File: src/rtl/serv_immenc_pkg.sv
// Shared definitions for the bit-serial immediate encoder.
//   - Format codes (shared with the immediate decoder).
//   - fmt_reserved(): true for codes the encoder cannot place.
//   - FSM state encoding.
package serv_immenc_pkg;

  localparam logic [2:0] FMT_I = 3'd0;
  localparam logic [2:0] FMT_S = 3'd1;
  localparam logic [2:0] FMT_B = 3'd2;
  localparam logic [2:0] FMT_U = 3'd3;
  localparam logic [2:0] FMT_J = 3'd4;
  localparam logic [2:0] FMT_Z = 3'd5;

  typedef enum logic [1:0] {
    ST_IDLE  = 2'd0,
    ST_SHIFT = 2'd1,
    ST_DONE  = 2'd2
  } state_t;

  function automatic logic fmt_reserved(input logic [2:0] fmt);
    return (fmt > FMT_Z);
  endfunction

endpackage

File: src/rtl/serv_immenc_scatter.sv
// Combinational field scatter: places immediate bits into the instruction
// positions of the selected format; all other bits come from base.
// Reserved formats return base unchanged.
//   fmt  in  3   format code
//   base in  32  base instruction word
//   imm  in  32  full immediate
//   insn out 32  merged instruction word
module serv_immenc_scatter
  import serv_immenc_pkg::*;
(
  input  logic [2:0]  fmt,
  input  logic [31:0] base,
  input  logic [31:0] imm,
  output logic [31:0] insn
);

  always_comb begin
    insn = base;
    case (fmt)
      FMT_I: begin
        insn[31:20] = imm[11:0];
      end
      FMT_S: begin
        insn[11:7]  = imm[4:0];
        insn[31:25] = imm[11:5];
      end
      FMT_B: begin
        insn[11:8]  = imm[4:1];
        insn[30:25] = imm[10:5];
        insn[7]     = imm[11];
        insn[31]    = imm[12];
      end
      FMT_U: begin
        insn[31:12] = imm[31:12];
      end
      FMT_J: begin
        insn[30:21] = imm[10:1];
        insn[20]    = imm[11];
        insn[19:12] = imm[19:12];
        insn[31]    = imm[20];
      end
      FMT_Z: begin
        insn[19:15] = imm[4:0];
      end
      default: insn = base;
    endcase
  end

endmodule

File: src/rtl/serv_immenc.sv
// Bit-serial immediate encoder. Collects a 32-bit immediate LSB first,
// scatters it into the fields of the selected format over a base word and
// flags immediates the format cannot represent.
//
// Handshake: a request is accepted on i_start when o_busy=0. The result is
// offered with o_valid=1 and held stable until the cycle where
// o_valid && i_ready, after which o_valid/o_busy drop on the next cycle.
//
//   i_clk, i_rst      clock, synchronous active-high reset
//   i_start           start request (ignored while busy)
//   i_fmt, i_base     format code and base word, sampled with i_start
//   i_en, i_imm       serial bit strobe and data, LSB first
//   o_busy            request in flight
//   o_valid, i_ready  result handshake
//   o_insn, o_err     merged word, not-representable flag
//
// The internal signal `state` carries the FSM state for debug visibility.
module serv_immenc
  import serv_immenc_pkg::*;
(
  input  logic        i_clk,
  input  logic        i_rst,
  input  logic        i_start,
  input  logic [2:0]  i_fmt,
  input  logic [31:0] i_base,
  input  logic        i_en,
  input  logic        i_imm,
  output logic        o_busy,
  output logic        o_valid,
  input  logic        i_ready,
  output logic [31:0] o_insn,
  output logic        o_err
);

  state_t      state;
  state_t      state_nxt;
  logic [2:0]  fmt_q;
  logic [31:0] base_q;
  logic [31:0] sr;
  logic [4:0]  cnt;
  logic        ref_q;
  logic        err_q;

  logic [31:0] imm_full;
  logic [31:0] insn_w;
  logic        bit_err;
  logic        use_ref;
  logic [4:0]  ref_idx;
  logic        shift_en;
  logic        last_bit;

  // Right shift: after 32 samples sr holds the immediate in natural order.
  // imm_full is the completed word on the cycle the last bit arrives.
  assign imm_full = {i_imm, sr[31:1]};
  assign shift_en = (state == ST_SHIFT) && i_en;
  assign last_bit = shift_en && (cnt == 5'd31);

  // Sign-reference bit position for sign-extended formats.
  always_comb begin
    use_ref = 1'b0;
    ref_idx = 5'd0;
    case (fmt_q)
      FMT_I, FMT_S: begin use_ref = 1'b1; ref_idx = 5'd11; end
      FMT_B:        begin use_ref = 1'b1; ref_idx = 5'd12; end
      FMT_J:        begin use_ref = 1'b1; ref_idx = 5'd20; end
      default:      begin use_ref = 1'b0; ref_idx = 5'd0;  end
    endcase
  end

  // Per-bit representability check of the bit arriving at index cnt.
  // Bits above the reference must match the captured sign bit.
  always_comb begin
    bit_err = 1'b0;
    case (fmt_q)
      FMT_I, FMT_S: bit_err = (cnt > 5'd11) && (i_imm != ref_q);
      FMT_B:        bit_err = ((cnt == 5'd0) && i_imm) ||
                              ((cnt > 5'd12) && (i_imm != ref_q));
      FMT_U:        bit_err = (cnt < 5'd12) && i_imm;
      FMT_J:        bit_err = ((cnt == 5'd0) && i_imm) ||
                              ((cnt > 5'd20) && (i_imm != ref_q));
      FMT_Z:        bit_err = (cnt > 5'd4) && i_imm;
      default:      bit_err = 1'b0;
    endcase
  end

  serv_immenc_scatter u_scatter (
    .fmt  (fmt_q),
    .base (base_q),
    .imm  (imm_full),
    .insn (insn_w)
  );

  always_ff @(posedge i_clk) begin
    if (i_rst) state <= ST_IDLE;
    else       state <= state_nxt;
  end

  always_comb begin
    state_nxt = state;
    case (state)
      ST_IDLE:  if (i_start) state_nxt = ST_SHIFT;
      ST_SHIFT: if (last_bit) state_nxt = ST_DONE;
      ST_DONE:  if (i_ready) state_nxt = ST_IDLE;
      default:  state_nxt = ST_IDLE;
    endcase
  end

  always_ff @(posedge i_clk) begin
    if (i_rst) begin
      fmt_q  <= 3'd0;
      base_q <= 32'd0;
      sr     <= 32'd0;
      cnt    <= 5'd0;
      ref_q  <= 1'b0;
      err_q  <= 1'b0;
      o_insn <= 32'd0;
      o_err  <= 1'b0;
    end else begin
      if ((state == ST_IDLE) && i_start) begin
        fmt_q  <= i_fmt;
        base_q <= i_base;
        cnt    <= 5'd0;
        ref_q  <= 1'b0;
        err_q  <= 1'b0;
      end
      if (shift_en) begin
        sr  <= imm_full;
        cnt <= cnt + 5'd1;
        if (bit_err) err_q <= 1'b1;
        if (use_ref && (cnt == ref_idx)) ref_q <= i_imm;
        if (last_bit) begin
          o_insn <= insn_w;
          o_err  <= err_q | bit_err | fmt_reserved(fmt_q);
        end
      end
    end
  end

  assign o_busy  = (state != ST_IDLE);
  assign o_valid = (state == ST_DONE);

endmodule

File: config.mk
export PLATFORM = sky130hd
export DESIGN_NAME = serv_immenc
export DESIGN_NICKNAME = d
export VERILOG_FILES = /design/src/rtl/serv_immenc_pkg.sv /design/src/rtl/serv_immenc_scatter.sv /design/src/rtl/serv_immenc.sv
export SDC_FILE = /design/constraint.sdc
export NUM_CORES = 1
export LEC_CHECK = 0
export ABC_AREA = 1
export BUFFER_PORTS_ARGS = -buffer_cell sky130_fd_sc_hd__buf_2
export CORE_MARGIN = 3
export CORE_UTILIZATION = 40
export DETAILED_ROUTE_END_ITERATION = 8
export GPL_TIMING_DRIVEN = 0
export PLACE_DENSITY = 0.63
export SYNTH_ARGS = -nofsm -noshare
export SYNTH_HDL_FRONTEND = slang
export SYNTH_SLANG_ARGS = --single-unit
export TNS_END_PERCENT = 5
File: constraint.sdc
create_clock -name i_clk -period 1.8 [get_ports i_clk]
set_clock_uncertainty 0.1 [all_clocks]
set_input_delay 0.27 -clock i_clk [delete_from_list [all_inputs] [get_ports i_clk]]
set_output_delay 0.27 -clock i_clk [all_outputs]
set_load 0.02 [all_outputs]
==> impl_metrics.tcl <==
set metrics [dict create \
    status "finished clean" \
    net_count_after_synthesis 624 \
    critical-path-max-stage-delay_ns 0.47 \
    worstSetupPathDepth 5 \
    min_path_cells 3 \
    clkLatencyLatePin_ns 0.37 \
    numPortBuffers 74 \
    pin_count_of_the_biggest_net_entering_global_routing 19 \
    synth_area_leader_cell "sky130_fd_sc_hd__dfxtp_1" \
    core_area_sq_mm 0.01051 \
    clock_network_fraction_of_design_power_pct 32.1 \
    portion_of_total_power_attributed_to_sequential_cells_pct 56.4 \
    route.detailed.wl_per_inst_um 15.83 \
    tns_ns 0 \
    yosys.area_share.adder_pct 0.8545 \
    drt-pass1-iter-count 5 \
    n_antenna_cell 0 \
    max_slew_margin_pct 62.74 \
    globalRouteMet1Util_pct 26.65 \
    p_per_area_mw_per_mm2 866.1 \
    ys_seq_elements 108 \
    yosysSeqAreaShare_pct 49.22 \
    timing.critical_path.buf_inv 2 \
    routed_wl_um 12820 \
    synth_cell_types 30 \
    hold_violations 0 \
    startpoint_type "register" \
    area.growth.synth_to_final_pct 19.05 \
    cp-end-kind "register" \
    ys_top_cells_by_area "sky130_fd_sc_hd__dfxtp_1 49%, sky130_fd_sc_hd__o21ai_0 9.8%, sky130_fd_sc_hd__a21oi_1 8.8%, sky130_fd_sc_hd__nand2_1 7.0%, sky130_fd_sc_hd__nor2_1 6.2%" \
    syn_inst 580 \
    gr-usage-met3_pct 3.821 \
    grt_usage_pct 20.51 \
    hold_buffers 0 \
    cts.sink_count 108 \
    fin_crit_sh_pct 97.49 \
    max-cap-violations 0 \
    setup.worst_path.class "register to register" \
    grt.met2_usage_pct 35.56 \
    yosysTopAreaCellShare_pct 49.22 \
    post-synth-top-count-cell "sky130_fd_sc_hd__dfxtp_1" \
    cp_cell_sequence "nand3_1 -> inv_2 -> clkbuf_1 -> o21ai_0 -> a21oi_1" \
    initial_standard_cell_utilization_of_the_core_pct 41.80 \
    p_comb_share_pct 11.4 \
    cp.arrival_ns 1.95 \
    detail_route.vias_per_cell 5.298 \
    number_of_buffers_inserted_during_clock_tree_synthesis 9 \
    num-fill-cells 1043 \
    synth_xor_area_share_pct 0.7975 \
    critPathTopFamily "buffers and inverters" \
    postSynthAreaPerCell_sq_um 7.574 \
    drc_errors 0 \
    global_route_wire_length_before_repair_um 20490 \
    drt_iter0_markers 316 \
    rows 37 \
    grt_overflow 0 \
    gp_routability_congestion 0.8943 \
    detail-route-antenna-nets 0 \
    synth_async_sr_flop_share_pct 0 \
    clockBufferDepth 2 \
    crit_required_ns 1.99 \
    power.ir.vdd_worst_v 0.0004769 \
    grt_antenna_before_repair 0 \
    fmax_mhz 569.8 \
    floorplan.io_pins 76 \
    final_area_sq_mm 0.005230 \
    synth_warnings 0 \
    leakage_nw 2.236 \
    synth.area.mux_share_pct 0 \
    route.vias.total 4291 \
    hold_ws_ns 0.03992 \
    hold_path_class "primary input to register" \
    clockRootBuffer "sky130_fd_sc_hd__clkbuf_8" \
    synth_edf_count 0 \
    post_synth_most_frequent_cells "108 x sky130_fd_sc_hd__dfxtp_1, 86 x sky130_fd_sc_hd__o21ai_0, 82 x sky130_fd_sc_hd__nand2_1" \
    nNetsFinal 713 \
    tightest_slew_ns 0.5589 \
    final_slew_violations 0 \
    critPathMaxFanout 10 \
    yosys_most_used_dff "sky130_fd_sc_hd__dfxtp_1" \
    clkTransAtPathRegs_ns 0.11 \
    rsz0062_at_grt "yes" \
    cts_tree "done" \
    switching_share_pct 28.01 \
    most_crowded_layer_gr "met2" \
    place.detailed.hpwl_um 9424 \
    net-switching-power_mw 1.269 \
    placed_area_sq_mm 0.004933 \
    p_int_mw 3.261 \
    layout-drive-gt1-share_pct 18.99 \
    die_w_um 110.8 \
    setup_viol 0 \
    first_global_vias 4063 \
    post_synth_and_or_nand_nor_area_fraction_pct 16.92 \
    dominant_combinational_cell_family_by_area_after_synthesis "compound AO/OA/AOI/OAI gates" \
    vertical_die_dimension_um 110.8 \
    share_of_the_synthesized_area_in_compound_gates_ao_oa_aoi_oai_pct 24.41 \
    worst_path_max_delay_cell "sky130_fd_sc_hd__clkbuf_1" \
    timing.final.crit_period_ns 1.755 \
    htree_levels 3 \
    synth_area_sq_mm 0.004393 \
    number_of_cells_on_the_worst_reg_to_reg_path 5 \
    die-area_sq_mm 0.01228 \
]
-- kinds of logic (layout without fill, tap and decap cells) --
logic type | after synthesis | count (layout)
AO/OA/AOI/OAI | 197 | 197
XOR/XNOR | 4 | 4
adder cells (fa/ha/maj) | 3 | 3
buffers and inverters | 86 | 180
flip-flops | 108 | 108
AND/OR/NAND/NOR | 182 | 182
-- per-stage QoR --
stage               util, %  setup WS [ns]  total power [mW]  instances
finish                49.77        0.04512             4.530        810
global route          49.77       -0.06563             4.735        810
CTS                   49.02       -0.04798             4.538        806
detailed placement    46.95        -0.2662             3.108        790
global placement      46.95        -0.2816             3.096        790
floorplan                 -         0.1991             2.924        580
-- registers in the layout (all words and copies together), names as in the netlist --
signal,count
state,2
o_insn,32
cnt,5
base_q,32
fmt_q,3
ref_q,1
o_err,1
sr,31
err_q,1
-- power groups by stage --
stage	sequential, mW	combinational, mW	clock (mW)
after global routing	2.57	0.582	1.58
final	2.56	0.518	1.46
after floorplan	2.59	0.331	0
after detailed placement	2.61	0.499	0
after CTS	2.55	0.500	1.48
after global placement	2.61	0.490	0
-- tightest hold or removal path, stage by stage --
cell and delay (ns):
sky130_fd_sc_hd__buf_2 0.07, sky130_fd_sc_hd__o21ai_0 0.07, sky130_fd_sc_hd__nor2_1 0.07
-- worst paths after layout --
check	startpoint	endpoint	slack, ns
worst min-delay path	i_base[15]	base_q[15]$_SDFFE_PP0P_	0.04
worst max register to register	state[0]$_SDFFE_PP0P_	sr[26]$_SDFFE_PP0P_	0.05
worst min register to register	base_q[1]$_SDFFE_PP0P_	o_insn[1]$_SDFFE_PP0P_	0.36
worst max-delay path	state[0]$_SDFFE_PP0P_	sr[26]$_SDFFE_PP0P_	0.05
-- timing repair --
action,4_1_cts,5_1_grt
endpoints found under the hold margin,0,0
pin swaps,0,4
setup buffers,0,4
resized for setup,9,17
endpoints found under the setup margin,33,42
-- layout by cell type (no fill, tap or decap), types with 4 or more instances in the layout --
| cell type | n |
|---|---|
| sky130_fd_sc_hd__dfxtp_1 | 105 |
| sky130_fd_sc_hd__o21ai_0 | 86 |
| sky130_fd_sc_hd__nand2_1 | 82 |
| sky130_fd_sc_hd__buf_2 | 80 |
| sky130_fd_sc_hd__a21oi_1 | 76 |
| sky130_fd_sc_hd__nor2_1 | 71 |
| sky130_fd_sc_hd__inv_1 | 47 |
| sky130_fd_sc_hd__clkbuf_1 | 21 |
| sky130_fd_sc_hd__nand3_1 | 15 |
| sky130_fd_sc_hd__clkbuf_8 | 11 |
| sky130_fd_sc_hd__o211ai_1 | 8 |
| sky130_fd_sc_hd__buf_4 | 7 |
| sky130_fd_sc_hd__a31oi_1 | 7 |
| sky130_fd_sc_hd__o221ai_1 | 5 |
| sky130_fd_sc_hd__xor2_1 | 4 |
| sky130_fd_sc_hd__a22oi_1 | 4 |
-- area by class of cell --
class | count | area [sq um] | share of cell area [%]
Sequential cell | 108 | 2171 | 41.51
Multi-Input combinational cell | 386 | 1917 | 36.65
Buffer | 34 | 170.2 | 3.254
Clock buffer | 11 | 151.4 | 2.895
Timing Repair Buffer | 78 | 400.4 | 7.655
Clock inverter | 5 | 45.04 | 0.8612
Tap cell | 136 | 170.2 | 3.254
Inverter | 52 | 205.2 | 3.923
-- routing by layer --
| layer | up-vias | share of wire [%] |
|---|---|---|
| li1 | 2118 | - |
| met1 | 2018 | 44 |
| met2 | 146 | 49 |
| met3 | 9 | 6.2 |
| met4 | 0 | 0.82 |
| met5 | - | 0 |
No activity file was read; power rests on OpenSTA's default activity.
